<file path="config.mk">
export PLATFORM = sky130hd
export DESIGN_NAME = ram_block_mover
export DESIGN_NICKNAME = d
export VERILOG_FILES = /design/src/rtl/ram_block_mover.sv
export SDC_FILE = /design/constraint.sdc
export NUM_CORES = 1
export LEC_CHECK = 0
export CAP_MARGIN = 25
export CORE_MARGIN = 2
export CORE_UTILIZATION = 50
export DETAILED_ROUTE_END_ITERATION = 12
export PLACE_DENSITY = 0.91
export SYNTH_ARGS = -nofsm -noshare
export SYNTH_HDL_FRONTEND = slang
export SYNTH_SLANG_ARGS = --single-unit
</file>
<file path="constraint.sdc">
create_clock -name clock -period 2.04 [get_ports clock]
set_input_delay 0.408 -clock clock [delete_from_list [all_inputs] [get_ports clock]]
set_output_delay 0.408 -clock clock [all_outputs]
set_load 0.01 [all_outputs]
</file>
<file path="src/rtl/ram_block_mover.sv">
// ram_block_mover: single-master COPY/FILL block engine for a ram_8-style single-port memory
module ram_block_mover #(
  parameter int WIDTH      = 16,
  parameter int ADDR_WIDTH = 3
) (
  input  logic                  clock,
  input  logic                  reset,
  input  logic                  start,
  input  logic                  mode,
  input  logic [ADDR_WIDTH-1:0] src_base,
  input  logic [ADDR_WIDTH-1:0] dst_base,
  input  logic [ADDR_WIDTH:0]   count,
  input  logic [WIDTH-1:0]      fill_value,
  output logic                  busy,
  output logic                  done,
  output logic [ADDR_WIDTH-1:0] mem_addr,
  output logic [WIDTH-1:0]      mem_in,
  output logic                  mem_load,
  input  logic [WIDTH-1:0]      mem_out
);
  typedef enum logic [1:0] {IDLE, READ, WRITE, DONE} state_t;
  state_t state, next;
  logic                  fill_q;
  logic [ADDR_WIDTH-1:0] src_p, dst_p, addr_hold;
  logic [ADDR_WIDTH:0]   rem;
  logic [WIDTH-1:0]      data_q, fill_v, in_hold;
  logic                  last_word;
  assign last_word = rem == {{ADDR_WIDTH{1'b0}}, 1'b1};
  // state register
  always_ff @(posedge clock)
    state <= reset ? IDLE : next;
  // next state: one read then one write per word for COPY, one write per word for FILL
  always_comb begin
    next = IDLE;
    next = state == IDLE  ? (start ? (count == '0 ? DONE : (mode ? WRITE : READ)) : IDLE) :
           state == READ  ? WRITE :
           state == WRITE ? (last_word ? DONE : (fill_q ? WRITE : READ)) : IDLE;
  end
  // command latch, pointers, remaining count, read data and held bus values
  always_ff @(posedge clock)
    if (reset) begin
      fill_q    <= 1'b0;
      src_p     <= '0;
      dst_p     <= '0;
      rem       <= '0;
      data_q    <= '0;
      fill_v    <= '0;
      addr_hold <= '0;
      in_hold   <= '0;
    end else begin
      addr_hold <= mem_addr;
      in_hold   <= mem_in;
      if (state == IDLE && start) begin
        fill_q <= mode;
        src_p  <= src_base;
        dst_p  <= dst_base;
        rem    <= count;
        fill_v <= fill_value;
      end
      if (state == READ) data_q <= mem_out;
      if (state == WRITE) begin
        src_p <= src_p + 1'b1;
        dst_p <= dst_p + 1'b1;
        rem   <= rem - 1'b1;
      end
    end
  assign mem_addr = state == READ ? src_p : state == WRITE ? dst_p : addr_hold;
  assign mem_in   = state == WRITE ? (fill_q ? fill_v : data_q) : in_hold;
  assign mem_load = (state == WRITE) & ~reset;
  assign busy     = state != IDLE;
  assign done     = state == DONE;
endmodule

</file>
==> impl_metrics.json, run 1 <==
{
  "status": "finished, final reports clean",
  "max-cap-violations": 0,
  "dr.pass1.iters": 8,
  "drive_above_1_share_pct": 19.3,
  "setup_viol": 0,
  "ioPinCount": 68,
  "wl_met3_microns": 475,
  "post-cts-setup-buffer-count": 0,
  "worstReg2RegEnd": "dst_p[0]",
  "hold_viol_final": 0,
  "grt_max_degree": 66,
  "cts_made_buffers": 9,
  "synth_top_cell_area_share_pct": 44.4,
  "synth-edff-count": 0,
  "path_cells": "buf_6 -> mux2_2 -> nand2_1 -> nand2_1 -> dlygate4sd2_1",
  "syn_to_final_growth_pct": 34.3,
  "clk_latency_ps": 340,
  "min_from": "fill_v[2]",
  "grt_pass1_vias": 2541,
  "via_per_inst": 5.29,
  "grt_antenna_before_repair": 0,
  "leakage_nw": 1.56,
  "rows": 27,
  "routed.top_layer": "met4",
  "dieArea_sq_mm": 0.00639,
  "vias": 2577,
  "synth.distinct_cells": 40,
  "utilization_pct": 69.9,
  "hpwl_microns": 4540,
  "holdPathEnd": "fill_v[2]",
  "die_w_microns": 79.9,
  "syn_inst": 346,
  "whs_path_depth": 2,
  "tightest_slew_ps": 701,
  "syn_area_per_cell_sq_um": 8.34,
  "layout_min_cycle_time_ps": 1970,
  "layout.nets": 461,
  "cts.sinks": 64,
  "finalClockSkew_ps": 4.71,
  "port_buffers": 67,
  "ctsHoldBuffers": 0,
  "path_class": "reg2out",
  "critical_path.most_common_cell": "nand2_1",
  "yosys.area.top_type": "dfxtp_1",
  "cts_max_level": 3,
  "r2r_cells": 4,
  "slowest_delay_ps": 370,
  "crit_path_max_fanout": 5,
  "postRouteAntennaNets": 0,
  "seq_area_sq_mm": 0.00129,
  "critPathArrivalTime_ps": 1570,
  "ir_worst_vdd_mv": 0.664,
  "layout_commonest_cell": "nand2_1",
  "fin_crit_sh_pct": 96.8,
  "n_antenna_cell": 0,
  "multi_input_area_sq_mm": 0.00146,
  "ys.flop_type": "dfxtp_1",
  "cp-end-kind": "primary output",
  "tritoncts": "built",
  "grt.overflow.total": 0,
  "drt_wl_total_microns": 6960,
  "tns_ps": 0,
  "final.fill_count": 424,
  "slew_headroom_pct": 53.2,
  "grt_pass1_wl_microns": 11500,
  "ys_ff_latch": 64,
  "gp_congestion": 0.827,
  "cp.required_ps": 1630,
  "r2r-start": "state[0]",
  "ys_warn_count": 0,
  "rsz0062_at_grt": "no",
  "drt_iter0_drc": 131,
  "m1WireLength_microns": 2970,
  "drc_errors": 0,
  "crit_path_top_delay_cell": "dfxtp_4",
  "synthArstFlopShare_pct": 0,
  "clockRootBuffer": "clkbuf_8",
  "initial_utilization_pct": 52.1,
  "clk_pin_slew_ps": 70,
  "powerDensity_mw_per_mm2": 804,
  "r2r_slack_ps": 540,
  "fmax_mhz": 506,
  "dr_wl_met2_microns": 3410,
  "maxSlewViolCount": 0,
  "syn-cell-area_sq_mm": 0.00288,
  "final_cell_mix": "nand2_1 (109), dfxtp_1 (61), a21oi_1 (53)",
  "grt_usage_pct": 23.6,
  "die_y_microns": 79.9,
  "ys_seq_area_share_pct": 44.4,
  "syn-num-nets": 396,
  "wire_per_inst_microns": 14.3,
  "synthTopCellsByArea": "dfxtp_1 (44%), nand2_1 (15%), a21oi_1 (9.2%)",
  "coreArea_sq_mm": 0.00554,
  "setup.worst_path.start_class": "register",
  "hold_path.class": "reg2reg",
  "cts.path.max_buffers": 2
}
area by class of cell:
type,instances,area share [%]
tap,72,2.33
inverter,5,0.485
clock inverter,3,1.03
multi-input combinational,251,37.6
timing repair buffer,80,20.9
clock buffer,12,4.26
sequential,64,33.4
worst max-delay path by stage:
stage | start | end | cells past startpoint
floorplan | fill_q | mem_in[10] | 5
global placement | fill_q | mem_in[13] | 5
detailed placement | state[1] | mem_in[7] | 5
CTS | fill_q | mem_in[12] | 5
global route | fill_q | mem_in[4] | 5
finish | fill_q | mem_in[8] | 5
synth_stat cells, drive strengths merged, types with 4 or more instances:
| library cell | instances |
|---|---|
| a211oi | 8 |
| a21oi | 61 |
| a2bb2oi | 5 |
| buf | 19 |
| clkbuf | 7 |
| dfxtp | 64 |
| ha | 4 |
| inv | 5 |
| mux2 | 16 |
| nand2 | 119 |
| nor2b | 5 |
| o21ai | 5 |
per-stage QoR:
step	instances	hold slack [ps]	worst slack, ps	instance area (sq um)	power (mW)
after floorplan	346	433	534	2880	1.78
after global placement	471	439	158	3600	1.99
after detailed placement	471	448	123	3600	2.01
after CTS	487	457	10.5	3830	3.13
after global routing	487	475	6.02	3870	3.26
final	487	457	65.3	3870	3.11
state kept, by name, summed over array words and instances, names as in the netlist:
| name | count |
|---|---|
| addr_hold | 3 |
| src_p | 3 |
| rem | 4 |
| state | 2 |
| data_q | 16 |
| in_hold | 16 |
| fill_v | 16 |
| fill_q | 1 |
| dst_p | 3 |
where the power goes:
group	internal, mW	switching, mW
registers	1.33	0.0610
clock network	0.653	0.458
logic	0.306	0.303
critical path, delay by kind of cell, from the launching register on:
kind / cells / cell delay (ps)
AND/OR/NAND/NOR: 2 / 140
buffers and inverters: 2 / 390
flip-flops: 1 / 370
multiplexers: 1 / 330
kinds of logic (layout without fill, tap and decap cells):
family,Yosys count,after routing,share of synthesized area [%]
AO/OA/AOI/OAI,87,87,18.4
adder cells (fa/ha/maj),4,4,1.74
buffers and inverters,31,100,6.68
flip-flops,64,64,44.4
multiplexers,19,19,7.29
AND/OR/NAND/NOR,141,141,21.5
repair_timing:
| action | in CTS | in global routing |
|---|---|---|
| gates resized for setup | 35 | 26 |
| gates cloned | 1 | 0 |
| endpoints found under the setup margin | 22 | 16 |
metal layers:
metal / vias up / GRT usage (%)
li1: 1293 / -
met1: 1204 / 26.5
met2: 72 / 40.8
met3: 8 / 9.28
met4: 0 / 7.63
met5: - / 0
(Power assumes the default switching activity.)
==> run 2, diff against run 1 <==
clock period = 2.5 ns   (was 2.04 ns; I/O delays follow)
==> run 2 against run 1 <==
Against the previous run: global-route usage decreased by 0.74 points; setup slack improved by 40 ps; first-iteration DRC count decreased by 5.3%; routed wire length increased by 0.46%; die area unchanged; clock-buffer cell count increased by 1; largest power group unchanged; critical endpoint is now mem_in[9]; largest cell class unchanged.
==> impl_metrics.json, run 2 (synthesis results as in run 1) <==
{
  "drt_iter0_drc": 124,
  "cp-end-kind": "primary output",
  "path_buf_inv": 2,
  "ioPinCount": 68,
  "path_class": "reg2out",
  "port_buffers": 67,
  "die_y_microns": 79.9,
  "fmax_mhz": 418,
  "max-cap-violations": 0,
  "final_cell_mix": "nand2_1 (118), clkdlybuf4s50_1 (66), dfxtp_1 (64)",
  "drc_errors": 0,
  "layout.nets": 459,
  "grt.overflow.total": 0,
  "post-cts-setup-buffer-count": 0,
  "min_from": "data_q[8]",
  "gp_congestion": 0.806,
  "p_total_mw": 2.50,
  "grt_pass1_vias": 2470,
  "rsz0062_at_grt": "yes",
  "cpLargestDelayFamily": "buffers and inverters",
  "hold_viol_final": 0,
  "postRouteAntennaNets": 0,
  "maxSlewViolCount": 0,
  "via_per_inst": 5.28,
  "reg.largest.list": "data_q (16), fill_v (16), in_hold (16)",
  "setup.worst_path.start_class": "register",
  "worstReg2RegEnd": "state[1]",
  "whs_path_depth": 2,
  "tritoncts": "built",
  "holdPathEnd": "data_q[8]",
  "coreArea_sq_mm": 0.00554,
  "drt_wl_total_microns": 6990,
  "r2r_slack_ps": 900,
  "holdWs_ps": 455,
  "grt_max_degree": 66,
  "final_cell_area_sq_mm": 0.00376,
  "wl_met3_microns": 464,
  "slew_headroom_pct": 52.6,
  "grt_usage_pct": 22.9,
  "finalClockSkew_ps": 3.35,
  "layout_min_cycle_time_ps": 2390,
  "dieArea_sq_mm": 0.00639,
  "crit_path_top_delay_cell": "clkdlybuf4s50_1",
  "layout_setup_ws_ps": 105,
  "hold_path.class": "reg2reg",
  "initial_utilization_pct": 52.1,
  "clockRootBuffer": "clkbuf_8",
  "dr.pass1.iters": 4,
  "dp_cells": 470,
  "drive_above_1_share_pct": 14.5,
  "tightest_slew_ps": 710,
  "wire_per_inst_microns": 14.4,
  "leakage_nw": 1.46,
  "hpwl_microns": 4580,
  "path_cells": "nor2b_4 -> buf_4 -> nand2_1 -> nand2_1 -> clkdlybuf4s50_1",
  "clk_latency_ps": 340,
  "place_area_sq_mm": 0.00355,
  "cp.required_ps": 2000,
  "slowest_delay_ps": 530,
  "r2r-start": "state[0]",
  "cts_max_level": 3,
  "rows": 27,
  "m1WireLength_microns": 2920,
  "status": "finished, final reports clean",
  "r2r_cells": 5,
  "critical_path.most_common_cell": "nand2_1",
  "dr_wl_met2_microns": 3480,
  "ir_worst_vdd_mv": 0.362,
  "clk_pin_slew_ps": 70,
  "layout_commonest_cell": "nand2_1",
  "utilization_pct": 67.8,
  "setup_viol": 0,
  "powerDensity_mw_per_mm2": 667,
  "die_w_microns": 79.9,
  "fin_crit_sh_pct": 95.8,
  "tns_ps": 0,
  "grt_antenna_before_repair": 0,
  "n_antenna_cell": 0,
  "crit_path_max_fanout": 10,
  "syn_to_final_growth_pct": 30.3,
  "critPathArrivalTime_ps": 1890,
  "routed.top_layer": "met4",
  "cts_made_buffers": 9,
  "pre_cts_ws_ps": 478,
  "vias": 2568,
  "cts.sinks": 64,
  "grt_pass1_wl_microns": 11300,
  "cts.path.max_buffers": 2,
  "fin_cells": 486
}
## run 2: changes by cell type in the layout (fill, tap and decap cells not counted), sizes merged
cell,delta
clkdlybuf4s50,+21
buf,-2
dlygate4sd2,-8
clkdlybuf4s15,-12
## run 2: cell type report
class	instances	area [sq um]
Inverter	5	18.8
Clock inverter	3	40.0
Timing Repair Buffer	78	752
Tap cell	72	90.1
Multi-Input combinational cell	251	1420
Fill cell	453	1780
Sequential cell	64	1280
Clock buffer	13	159
## run 2: power breakdown
| group | internal [mW] | total, mW | leakage, nW | switching, mW |
|---|---|---|---|---|
| registers | 1.09 | 1.13 | 0.522 | 0.0433 |
| clock network | 0.513 | 0.895 | 0.103 | 0.383 |
| logic | 0.236 | 0.478 | 0.839 | 0.242 |
## run 2: how the worst max path moves through the flow
stage | from | endpoint | slack (ps) | cells after the start
6_report | state[1] | mem_in[9] | 110 | 5
5_1_grt | state[1] | mem_in[14] | -0.8 | 5
4_1_cts | state[1] | mem_load | 100 | 5
3_5_place_dp | state[1] | mem_load | 480 | 5
3_3_place_gp | start | dst_p[0] | 510 | 4
2_1_floorplan | fill_q | mem_in[10] | 900 | 5
## run 2: metal layers
layer	GRT usage, %	vias to the layer above
met5	0	-
met4	8.31	0
met3	7.69	12
met2	38.3	87
met1	27.1	1178
li1	-	1291
## run 2: worst register-to-register path, delay by kind of cell, from the launching register on
| family | cells | cell delay (ps) |
|---|---|---|
| buffers and inverters | 2 | 540 |
| AOI/OAI and AO/OA | 2 | 420 |
| and+or+nand+nor | 1 | 190 |
| DFF | 1 | 350 |
## run 2: what timing repair did
item | in CTS | in global routing
gates resized for setup | 0 | 1
hold buffers | 0 | 0
hold endpoints to repair | 0 | 0
setup endpoints to repair | 0 | 1
==> run 3, diff against run 2 <==
CORE_ASPECT_RATIO = 0.8   (was not set)
PLACE_DENSITY = 0.9   (was 0.91)
==> run 3 against run 2 <==
Against the previous run: core utilization is 1.6 points higher; sequential share of layout area down 0.45 points; die area is essentially flat; critical endpoint is now mem_in[3]; largest cell class unchanged; fmax down 0.93%; clock skew is 2.6 ps higher; design area rose by 1.5%; register-to-register slack hardly changed; critical path depth did not move; combinational power grew 5.4%; highest routed layer unchanged; non-clock buffer count rose by 1.
==> impl_metrics.json, run 3 (synthesis results as in run 1) <==
{
  "power.share.clock_pct": 34.2,
  "tightest_slew_ps": 707,
  "critPathArrivalTime_ps": 1920,
  "n_antenna_cell": 0,
  "slew_headroom_pct": 52.8,
  "hold_viol_final": 0,
  "grt.overflow.total": 0,
  "path_buf_inv": 2,
  "cp-end-kind": "primary output",
  "wire_per_inst_microns": 15.0,
  "port_buffers": 67,
  "internal_power_mw": 1.82,
  "path_class": "reg2out",
  "powerDensity_mw_per_mm2": 655,
  "rows": 24,
  "fin_cells": 493,
  "grt_pass1_vias": 2512,
  "die_y_microns": 71.9,
  "grt_max_degree": 66,
  "gp_congestion": 0.777,
  "grt_pass1_wl_microns": 11500,
  "cts.sinks": 64,
  "status": "finished, final reports clean",
  "drive_above_1_share_pct": 15.9,
  "fin_crit_sh_pct": 96.7,
  "clockRootBuffer": "clkbuf_8",
  "syn_to_final_growth_pct": 32.3,
  "crit_path_top_delay_cell": "clkdlybuf4s50_1",
  "crit_path_max_fanout": 17,
  "maxSlewViolCount": 0,
  "max-cap-violations": 0,
  "via_per_inst": 5.33,
  "cts_max_level": 3,
  "setup.worst_path.start_class": "register",
  "cpLargestDelayFamily": "buffers and inverters",
  "path_cells": "buf_8 -> mux2_2 -> nand2_1 -> nand2_1 -> clkdlybuf4s50_1",
  "layout_min_cycle_time_ps": 2420,
  "cp.required_ps": 2000,
  "slowest_delay_ps": 470,
  "cts_made_buffers": 9,
  "reg.largest.list": "data_q (16), fill_v (16), in_hold (16)",
  "tritoncts": "built",
  "p_switching_uw": 676,
  "clk_latency_ps": 340,
  "vias": 2628,
  "setup_viol": 0,
  "p_total_mw": 2.50,
  "layout.nets": 461,
  "ir_worst_vdd_mv": 0.384,
  "switching_share_pct": 27.1,
  "final_cell_mix": "nand2_1 (118), clkdlybuf4s50_1 (66), dfxtp_1 (62)",
  "drt_iter0_drc": 211,
  "grt_antenna_before_repair": 0,
  "leakage_nw": 1.47,
  "rsz0062_at_grt": "no",
  "die_w_microns": 88.9,
  "initial_utilization_pct": 52.5,
  "dieArea_sq_mm": 0.00640,
  "power_frac_comb_pct": 20.2,
  "clk_pin_slew_ps": 70,
  "holdWs_ps": 453,
  "p_seq_share_pct": 45.6,
  "fmax_mhz": 414,
  "drt_wl_total_microns": 7400,
  "layout_commonest_cell": "nand2_1",
  "cts.path.max_buffers": 2,
  "drc_errors": 0,
  "dr.pass1.iters": 4,
  "finalClockSkew_ps": 5.96,
  "grt_usage_pct": 23.6,
  "tns_ps": 0,
  "postRouteAntennaNets": 0,
  "hpwl_microns": 4770,
  "dp_cells": 476,
  "ioPinCount": 68,
  "hold_path.class": "reg2reg",
  "critical_path.most_common_cell": "nand2_1",
  "coreArea_sq_mm": 0.00550
}
-- run 3: power groups by stage --
stage,logic (mW),registers [mW],clock network (mW)
final,0.504,1.14,0.854
after global routing,0.547,1.15,0.906
after CTS,0.484,1.13,0.860
after detailed placement,0.473,1.15,0
after global placement,0.462,1.15,0
after floorplan,0.314,1.14,0
-- run 3: worst min-delay path, delay by kind of cell, from the launching register on --
kind / cells / cell delay (ps)
AOI/OAI and AO/OA: 1 / 50
DFF: 1 / 310
and+or+nand+nor: 1 / 50
-- run 3: path summary, 6_finish.rpt --
path,from,to,slack (ps),depth (start not counted)
setup / recovery,fill_q,mem_in[3],80,5
hold / removal,data_q[4],data_q[4],450,2
setup reg to reg,state[0],state[1],900,5
hold reg to reg,data_q[4],data_q[4],450,2
-- run 3: layout make-up --
class | instances | area [sq um]
Tap cell | 78 | 97.6
Timing Repair Buffer | 79 | 779
Sequential cell | 64 | 1280
Fill cell | 424 | 1680
Clock inverter | 3 | 42.5
Clock buffer | 12 | 145
Inverter | 5 | 18.8
Multi-Input combinational cell | 252 | 1450
-- run 3: through the flow --
step | worst slack, ps | util (%) | instance area, sq um
floorplan | 902 | - | 2880
global placement | 381 | 64.8 | 3560
detailed placement | 342 | 64.8 | 3560
CTS | 10.4 | 68.5 | 3770
global route | 5.35 | 69.4 | 3810
finish | 82.7 | 69.4 | 3810
-- run 3: repair_timing --
| action | CTS | global route |
|---|---|---|
| pin swaps | 0 | 0 |
| cloned | 1 | 0 |
| buffers inserted | 0 | 1 |
| hold endpoints to repair | 0 | 0 |
| hold buffers | 0 | 0 |
| endpoints found under the setup margin | 11 | 19 |
| gates resized for setup | 2 | 8 |
-- run 3: per-layer routing --
layer	vias up	track usage (%)	share of wire, %
li1	1290	-	-
met3	14	8.65	7.9
met2	86	37.9	48
met4	0	7.24	1.5
met5	-	0	0
met1	1238	29.7	42
